[src/rtl/rt_scene_pkg.sv]
// Constants shared between the host-side streamer and the ray-tracing coprocessor:
// payload geometry, field offsets inside the scene payload and the streamer FSM encoding.
package rt_scene_pkg;

    localparam int WORD_LEN         = 32;
    localparam int PAYLOAD_WORDS    = 27;
    localparam int ADDR_W           = 5;
    localparam int COORD_W          = 16;

    localparam int OFF_IMAGE_WIDTH  = 1;
    localparam int OFF_IMAGE_HEIGHT = 2;

    typedef enum logic [1:0] {
        ST_IDLE       = 2'd0,
        ST_SEND_SCENE = 2'd1,
        ST_RECV_FRAG  = 2'd2
    } state_t;

endpackage

[src/rtl/scene_cfg_regs.sv]
// Scene payload register file: one synchronous write port, one async read port for the
// word being streamed, and dedicated async taps for image width and height.
// Contents are deliberately not reset so a payload survives a mid-frame reset.
module scene_cfg_regs
    import rt_scene_pkg::*;
(
    input  logic                clk,
    input  logic                we,
    input  logic [ADDR_W-1:0]   waddr,
    input  logic [WORD_LEN-1:0] wdata,
    input  logic [ADDR_W-1:0]   raddr,
    output logic [WORD_LEN-1:0] rdata,
    output logic [WORD_LEN-1:0] width,
    output logic [WORD_LEN-1:0] height
);

    logic [WORD_LEN-1:0] mem [PAYLOAD_WORDS];

    // Write port; addresses past the payload are dropped.
    always_ff @(posedge clk) begin
        if (we && (waddr < ADDR_W'(PAYLOAD_WORDS))) begin
            mem[waddr] <= wdata;
        end
    end

    assign rdata  = (raddr < ADDR_W'(PAYLOAD_WORDS)) ? mem[raddr] : '0;
    assign width  = mem[OFF_IMAGE_WIDTH];
    assign height = mem[OFF_IMAGE_HEIGHT];

endmodule

[src/rtl/scene_streamer.sv]
// Host-side peer of the ray-tracing coprocessor. Streams the scene payload out on an AXIS
// master, then sinks the fragment stream and turns each fragment into an (x,y) pixel write.
// AXIS handshake: a beat transfers on a rising edge where tvalid and tready are both high;
// once tvalid is raised, tvalid/tdata/tlast stay stable until that transfer happens.
module scene_streamer
    import rt_scene_pkg::*;
(
    input  logic                aclk,
    input  logic                resetn,
    input  logic                cfg_we,
    input  logic [ADDR_W-1:0]   cfg_addr,
    input  logic [WORD_LEN-1:0] cfg_wdata,
    input  logic                start,
    input  logic                abort,
    output logic                busy,
    output logic                done,
    output logic                err_len,
    output logic                m_axis_tvalid,
    output logic [WORD_LEN-1:0] m_axis_tdata,
    output logic                m_axis_tlast,
    input  logic                m_axis_tready,
    input  logic                s_axis_tvalid,
    input  logic [WORD_LEN-1:0] s_axis_tdata,
    input  logic                s_axis_tlast,
    output logic                s_axis_tready,
    output logic                pix_valid,
    output logic [COORD_W-1:0]  pix_x,
    output logic [COORD_W-1:0]  pix_y,
    output logic [WORD_LEN-1:0] pix_data
);

    state_t              state;
    logic [ADDR_W-1:0]   idx;
    logic [COORD_W-1:0]  x;
    logic [COORD_W-1:0]  y;
    logic [WORD_LEN-1:0] count;
    logic [WORD_LEN-1:0] expected;
    logic [WORD_LEN-1:0] width_q;
    logic                abort_pend;

    logic [ADDR_W-1:0]   rd_addr;
    logic [WORD_LEN-1:0] rd_data;
    logic [WORD_LEN-1:0] cfg_width;
    logic [WORD_LEN-1:0] cfg_height;
    logic                m_hs;
    logic                s_hs;
    logic                last_word;
    logic                x_last;

    // The read port looks one word ahead so tdata can be registered on the handshake.
    assign rd_addr   = (state == ST_IDLE) ? '0 : idx + ADDR_W'(1);
    assign m_hs      = m_axis_tvalid && m_axis_tready;
    assign s_hs      = s_axis_tvalid && s_axis_tready;
    assign last_word = (idx == ADDR_W'(PAYLOAD_WORDS - 1));
    // width==0 gives an all-ones compare value that a COORD_W-bit x never reaches.
    assign x_last    = ({{(WORD_LEN-COORD_W){1'b0}}, x} == (width_q - WORD_LEN'(1)));

    scene_cfg_regs u_regs (
        .clk    (aclk),
        .we     (cfg_we && (state == ST_IDLE)),
        .waddr  (cfg_addr),
        .wdata  (cfg_wdata),
        .raddr  (rd_addr),
        .rdata  (rd_data),
        .width  (cfg_width),
        .height (cfg_height)
    );

    // Frame sequencer: scene out, fragments in, with all outputs registered.
    always_ff @(posedge aclk or negedge resetn) begin
        if (!resetn) begin
            state         <= ST_IDLE;
            idx           <= '0;
            x             <= '0;
            y             <= '0;
            count         <= '0;
            expected      <= '0;
            width_q       <= '0;
            abort_pend    <= 1'b0;
            busy          <= 1'b0;
            done          <= 1'b0;
            err_len       <= 1'b0;
            m_axis_tvalid <= 1'b0;
            m_axis_tdata  <= '0;
            m_axis_tlast  <= 1'b0;
            s_axis_tready <= 1'b0;
            pix_valid     <= 1'b0;
            pix_x         <= '0;
            pix_y         <= '0;
            pix_data      <= '0;
        end else begin
            done      <= 1'b0;
            pix_valid <= 1'b0;
            case (state)
                ST_IDLE: begin
                    if (start) begin
                        expected      <= cfg_width * cfg_height;
                        width_q       <= cfg_width;
                        err_len       <= 1'b0;
                        idx           <= '0;
                        x             <= '0;
                        y             <= '0;
                        count         <= '0;
                        abort_pend    <= 1'b0;
                        busy          <= 1'b1;
                        m_axis_tvalid <= 1'b1;
                        m_axis_tdata  <= rd_data;
                        m_axis_tlast  <= (PAYLOAD_WORDS == 1);
                        state         <= ST_SEND_SCENE;
                    end
                end
                ST_SEND_SCENE: begin
                    // Abort is remembered and honoured only once the whole scene is out.
                    if (abort) begin
                        abort_pend <= 1'b1;
                    end
                    if (m_hs) begin
                        if (last_word) begin
                            m_axis_tvalid <= 1'b0;
                            m_axis_tlast  <= 1'b0;
                            if (abort_pend || abort) begin
                                busy  <= 1'b0;
                                state <= ST_IDLE;
                            end else begin
                                s_axis_tready <= 1'b1;
                                state         <= ST_RECV_FRAG;
                            end
                        end else begin
                            idx          <= idx + ADDR_W'(1);
                            m_axis_tdata <= rd_data;
                            m_axis_tlast <= (rd_addr == ADDR_W'(PAYLOAD_WORDS - 1));
                        end
                    end
                end
                ST_RECV_FRAG: begin
                    if (s_hs) begin
                        pix_valid <= 1'b1;
                        pix_data  <= s_axis_tdata;
                        pix_x     <= x;
                        pix_y     <= y;
                        count     <= count + WORD_LEN'(1);
                        if (x_last) begin
                            x <= '0;
                            y <= y + COORD_W'(1);
                        end else begin
                            x <= x + COORD_W'(1);
                        end
                    end
                    if (s_hs && s_axis_tlast) begin
                        done          <= 1'b1;
                        busy          <= 1'b0;
                        s_axis_tready <= 1'b0;
                        err_len       <= ((count + WORD_LEN'(1)) != expected);
                        state         <= ST_IDLE;
                    end else if (abort) begin
                        busy          <= 1'b0;
                        s_axis_tready <= 1'b0;
                        state         <= ST_IDLE;
                    end
                end
                default: state <= ST_IDLE;
            endcase
        end
    end

endmodule

[config.mk]
export PLATFORM = sky130hd
export DESIGN_NAME = scene_streamer
export DESIGN_NICKNAME = d
export VERILOG_FILES = /design/src/rtl/rt_scene_pkg.sv /design/src/rtl/scene_cfg_regs.sv /design/src/rtl/scene_streamer.sv
export SDC_FILE = /design/constraint.sdc
export NUM_CORES = 2
export LEC_CHECK = 0
export ABC_AREA = 1
export BUFFER_PORTS_ARGS = -buffer_cell sky130_fd_sc_hd__buf_4
export CORE_MARGIN = 5
export CORE_UTILIZATION = 40
export CTS_CLUSTER_DIAMETER = 30
export CTS_CLUSTER_SIZE = 25
export DETAILED_ROUTE_END_ITERATION = 16
export MAX_ROUTING_LAYER = met4
export SLEW_MARGIN = 20
export SYNTH_ARGS = -nofsm -noshare
export SYNTH_HDL_FRONTEND = slang
export SYNTH_SLANG_ARGS = --single-unit
export TNS_END_PERCENT = 1
[constraint.sdc]
create_clock -name aclk -period 13.1 [get_ports aclk]
set_input_delay 1.965 -clock aclk [delete_from_list [all_inputs] [get_ports aclk]]
set_output_delay 1.965 -clock aclk [all_outputs]
set_load 0.02 [all_outputs]
==> Word level (Yosys, flattened, before mapping) <==
Memories as Yosys holds them, arrays and structs flattened.
Index checks and enable logic that the tools add are counted.
{ "op_classes": {"n_addsub": 5, "n_mul": 1, "magnitude_cmp": 2, "n_eq_ne": 17, "n_mux": 55, "n_reduce_logical": 23} }
{ "op_table": {"columns": ["cell", "count"], "rows": [
  ["32-bit two-way mux", 6],
  ["32-bit one-hot mux with 2 select lines", 2],
  ["16-bit two-way mux", 5],
  ["16-bit one-hot mux with 2 select lines", 2],
  ["16-bit by 1-bit adder with 16-bit output (second input constant)", 2],
  ["32-bit by 1-bit adder with 32-bit output (second input constant)", 1],
  ["16-bit by 32-bit equality test with 1-bit output", 1],
  ["32-bit by 32-bit multiplier with 32-bit output", 1],
  ["32-bit != test", 1],
  ["32-bit by 1-bit subtractor with 32-bit output (second input constant)", 1],
  ["1-bit two-way mux", 22],
  ["5-bit two-way mux", 4],
  ["2-bit != test (second input constant)", 10],
  ["4-bit AND reduction", 4],
  ["2-bit two-way mux", 6],
  ["3-bit AND reduction", 4],
  ["5-bit equality test (second input constant)", 2],
  ["5-bit less-than comparator (second input constant)", 2],
  ["1-bit one-hot mux with 2 select lines", 5],
  ["5-bit one-hot mux with 2 select lines", 1],
  ["2-bit one-hot mux with 3 select lines", 1],
  ["6-bit AND reduction", 1],
  ["2-bit nonzero test", 3],
  ["5-bit by 1-bit adder with 5-bit output (second input constant)", 1],
  ["10 further kinds", 15]
]} }
{ "word_totals": {"regBits": 239, "ram_bits": 864, "inputBits": 77, "output_inout_bits": 103, "word_cells": 123, "n_memories": 1} }
{ "mem_list": {"columns": ["name", "depth", "word_bits", "rd", "rd_ports_with_merged_regs", "wr", "line", "source"], "rows": [
  ["u_regs.mem", 27, 32, 3, 0, 1, "scene_cfg_regs.sv:17", "logic [WORD_LEN-1:0] mem [PAYLOAD_WORDS];"]
]} }

==> Depth between registers and ports, before layout <==
{ "logic_depth": {"ltp_word": 7, "mapped_depth": 36, "depth_no_buf": 34} }

==> Cells and area by module <==
A second synthesis with hierarchy kept.
{ "hier_totals": {"hier_cells": 6896, "hier_area_um2": 64204.1} }
{ "modules_own_cells": {"columns": ["mod", "n_inst", "cells_each", "area_each_um2", "seq_area_each_um2"], "rows": [
  ["scene_cfg_regs", 1, 2957, 35112.4, 25944.9],
  ["scene_streamer", 1, 3939, 29091.7, 5980.7]
]} }

==> Worst setup path after synthesis <==
Ideal clock, no wire load.
{ "synth_path": {"path_type": "flip-flop to flip-flop", "from": "mem u_regs.mem[2][2]", "to": "reg expected[24]", "setup_ps": 130, "arrival_ps": 6460, "required_ps": 12970, "path_slack_ps": 6510, "stages_incl_launch_ff": 25, "n_path_buf": 2, "cell_sequence": "edfxtp_1 > clkbuf_1 > clkbuf_1 > nand2_1 > fa_1 > fa_1 > fa_1 > fa_1 > inv_1 > fa_1 > inv_1 > fa_1 > fa_1 > fa_1 > inv_1 > ha_1 > a21oi_1 > o21ai_0 > a31oi_1 > nand3_1 > nand3_1 > nand2_1 > or2_2 > nand3_1 > o21ai_0"} }
{ "synth_rtl": {"columns": ["element", "line", "source"], "rows": [
  ["from (decl)", "scene_cfg_regs.sv:17", null],
  ["to (signal assigned)", "scene_streamer.sv:97", "expected <= cfg_width * cfg_height;"],
  ["to (decl)", "scene_streamer.sv:37", "logic [WORD_LEN-1:0] expected;"]
]} }

==> results by group <==
Clocking
  – # H-tree levels: 4
  – CTS Hold Bufs: 0
  – CTS Buffer Depth: 3
  – Clk pin slew, worst setup/hold paths: 0.05 ns
  – Setup bufs post-CTS: 0
  – Total CTS buffers: 206
  – Clk_lat worst skew: 0.82 ns
  – Root cell of the clock tree: clkbuf_16
  – Clk sinks: 1103
  – TritonCTS clock tree: yes
  – PostCTS Resize Cnt: 0

Timing
  – Hold_ws: 0.466 ns
  – Hold Vio Cnt, Final: 0
  – Slew headroom: 26.7%
  – Slew @ Worst Pin: 1.09 ns
  – Fmax: 135 MHz
  – Setup tns final: 0 ns
  – Pins Over Slew Limit: 0
  – Worst clock skew: 0.0845 ns
  – Min Tclk post-route: 7.40 ns
  – Final period util: 56.5%
  – Final setup margin: 5.70 ns
  – RSZ-0062 raised after global routing: false
  – Final setup fails: 0

GRT
  – Largest net degree at the start of global routing: 150
  – Vias in the first global route: 45300
  – GRT Overall Usage: 22.3%
  – First-pass GRT wire length: 273000 um
  – Antenna violations before repair: 4
  – Total congestion overflow: 0

Die
  – Die W: 403 um
  – Core area: 0.154 mm^2
  – Die area: 0.162 mm^2
  – Ports: 180
  – Row cnt: 144
  – Die Ht: 403 um
  – Initial Utilization: 40.2%

Worst setup path
  – R2R setup slack: 5.70 ns
  – Worst Reg-to-Reg Cells: 24
  – Crit path top cell by count: fa_1
  – Delay of the slowest cell on the worst path: 1.03 ns
  – Crit path max-delay family: adder cells
  – Slowest cell on the critical path: edfxtp_1
  – Worst r2r src: u_regs.mem[2][8]$_DFFE_PP_
  – CP arrival: 8.02 ns
  – Req. time, crit path: 13.71 ns
  – Startpoint Class: flip-flop
  – WS Path Type: flip-flop to flip-flop
  – CP Max Fanout: 25
  – Buf/Inv on CP: 5
  – Critical path cell sequence: nand2_1, fa_1, inv_1, fa_1, inv_1, fa_1, inv_1, fa_1, inv_1, fa_1, inv_1, fa_1, fa_1, fa_1, ha_1, nand2_1, nor4_1, nand3_1, nand3_1, nand3_1, nand2_1, nand2_1, nand3_1, o21ai_0
  – Critical Path End Type: flip-flop
  – Reg2reg end: expected[29]$_DFFE_PN0P_

Min path
  – Hold path start: pix_y[11]$_DFFE_PN0P_
  – Worst hold-check path type: flip-flop to flip-flop
  – Hold path cells: 2
  – WHS Endpoint: pix_y[11]$_DFFE_PN0P_

Synth
  – Cells after Synth: 6110
  – Synthesized Nets: 6728
  – EDFF count, synth: 864
  – Seq cells post-synth: 1103
  – Mapped cell area: 0.0617 mm^2
  – Asr flop ratio synth: 21.7%
  – Yosys cell types: 54
  – Syn Area/Cell: 10.1 um^2
  – Sequential share of the synthesized area: 51.7%
  – Ys flop type: edfxtp_1
  – Yosys warns: 0

Route
  – # DRC: 0
  – Number of vias per cell: 5.25
  – Final wirelength: 178000 um
  – WL per Instance: 20.9 um
  – Antenna Nets Post-Route: 0
  – Drt pass-1 iters: 6
  – Initial DRC count: 4010
  – Via count: 44500

Placement
  – GPL Wtd Cong: 0.893
  – Input/output buffers: 179
  – Dpl hpwl: 113000 um
  – Place WS: 5.72 ns

Power
  – Pwr Density: 191 mW/mm^2
  – Pleak: 31.5 nW
  – Maximum vdd drop: 0.000248 V
  – Total power draw: 13.8 mW

Finish
  – Ratio of cells with drive above 1 in the final layout: 10.6%
  – Area delta synth->final: 17.3%
  – Fillcell total: 14000
  – # nets final: 6877

Run status
  – Status: finished, final reports clean

Job
  – Max-Cap Viols: 0
## synth_stat cells, types with 4 or more instances
cell / instances / area, um^2
a211oi_1: 23 / 173
nor4_1: 5 / 31.3
xor2_1: 64 / 561
o22ai_1: 90 / 563
inv_1: 938 / 3520
ha_1: 133 / 1660
xnor2_1: 22 / 193
clkbuf_1: 230 / 863
nor2_2: 16 / 100
nand3_1: 249 / 1250
or2_2: 14 / 87.6
o32ai_1: 13 / 114
buf_1: 51 / 191
edfxtp_1: 864 / 25900
inv_2: 5 / 18.8
xnor3_1: 5 / 113
fa_1: 408 / 8170
nor3_1: 35 / 175
o211ai_1: 17 / 128
a31oi_1: 11 / 68.8
nand4_1: 37 / 231
nand3b_1: 17 / 128
dfrtp_1: 239 / 5980
o21ai_0: 299 / 1500
o221ai_1: 124 / 1090
o311ai_0: 11 / 96.3
o31ai_1: 19 / 143
a21oi_1: 238 / 1190
buf_2: 32 / 160
nand2_2: 4 / 25.0
nand2_1: 1620 / 6080
nor2_1: 243 / 912
## metrics by stage
step / instance area, um^2 / std cells / utilization, %
detailed placement: 65300 / 8093 / 42.5
global route: 72400 / 8481 / 47.1
global placement: 65300 / 8093 / 42.5
CTS: 72400 / 8478 / 47.1
floorplan: 61700 / 6110 / -
finish: 72400 / 8481 / 47.1
## state kept, by name, summed over array words and instances (netlist names)
signal,count
s_axis_tready,1
pix_data,32
y,16
width_q,32
x,16
err_len,1
abort_pend,1
pix_y,16
m_axis_tdata,32
busy,1
state,2
expected,32
count,32
u_regs.mem,864
m_axis_tlast,1
pix_valid,1
idx,5
m_axis_tvalid,1
done,1
pix_x,16
## worst min-delay path: cells and delay by family (launching register included)
kind | cells | cell delay (ns)
flip-flops | 1 | 0.33
AND/OR/NAND/NOR | 2 | 0.09
## layer usage
layer,up-vias,global-route usage (%),share of wire (%)
met3,307,3.17,6.2
li1,20400,-,-
met5,-,-,0
met4,0,7.59,3.3
met2,1568,36.9,49
met1,22200,28.4,42
## kinds of logic (layout without fill, tap and decap cells)
kind of cell | count (synthesis) | count (layout) | synth area share (%)
other cells | 0 | 1 | 0
simple gates | 2246 | 2246 | 14.7
flops | 1103 | 1103 | 51.7
fa+ha+maj | 541 | 541 | 15.9
compound gates | 867 | 867 | 8.47
buf+inv | 1262 | 1588 | 7.78
xor+xnor | 91 | 91 | 1.40
## power breakdown
group	switching, mW	internal, mW
logic	2.87	1.42
clock network	1.85	3.42
registers	0.208	4.04
## final cells by class
type                       count  area, um^2  share of cell area [%]
clock inverter               149        1710                    2.35
tap                         2044        2560                    3.53
multi-input combinational   3745       25300                    34.9
inverter                     945        3560                    4.91
timing repair buffer         258        2010                    2.77
clock buffer                 236        5390                    7.44
sequential                  1103       31900                    44.1
antenna                        1        2.50                 0.00346
## placed cells by master, fill, tap and decap left out, types with 6 or more instances in the layout
| cell | count |
|---|---|
| a211oi_1 | 23 |
| a21oi_1 | 238 |
| a31oi_1 | 11 |
| buf_4 | 252 |
| bufinv_16 | 23 |
| clkbuf_1 | 19 |
| clkbuf_16 | 207 |
| clkbuf_8 | 10 |
| clkinv_1 | 27 |
| clkinv_16 | 8 |
| clkinv_2 | 40 |
| clkinv_4 | 12 |
| clkinvlp_4 | 15 |
| dfrtp_1 | 239 |
| edfxtp_1 | 864 |
| fa_1 | 408 |
| ha_1 | 133 |
| inv_1 | 935 |
| inv_2 | 6 |
| inv_6 | 20 |
| nand2_1 | 1618 |
| nand3_1 | 249 |
| nand3b_1 | 17 |
| nand4_1 | 37 |
| nor2_1 | 211 |
| nor2_2 | 16 |
| nor2_4 | 34 |
| nor3_1 | 35 |
| o211ai_1 | 17 |
| o21ai_0 | 299 |
| o221ai_1 | 124 |
| o22ai_1 | 90 |
| o311ai_0 | 11 |
| o31ai_1 | 19 |
| o32ai_1 | 13 |
| or2_2 | 14 |
| xnor2_1 | 22 |
| xor2_1 | 64 |
## how the worst max path moves through the flow
stage	start	endpoint	slack, ns	cells past startpoint
floorplan	u_regs.mem[2][2]$_DFFE_PP_	expected[24]$_DFFE_PN0P_	6.51	24
global placement	u_regs.mem[2][8]$_DFFE_PP_	expected[29]$_DFFE_PN0P_	5.77	26
detailed placement	u_regs.mem[1][8]$_DFFE_PP_	expected[24]$_DFFE_PN0P_	5.72	24
CTS	u_regs.mem[1][8]$_DFFE_PP_	expected[24]$_DFFE_PN0P_	5.65	24
global route	u_regs.mem[2][8]$_DFFE_PP_	expected[31]$_DFFE_PN0P_	5.27	26
finish	u_regs.mem[2][8]$_DFFE_PP_	expected[29]$_DFFE_PN0P_	5.70	24
No activity file was read; power rests on OpenSTA's default activity.
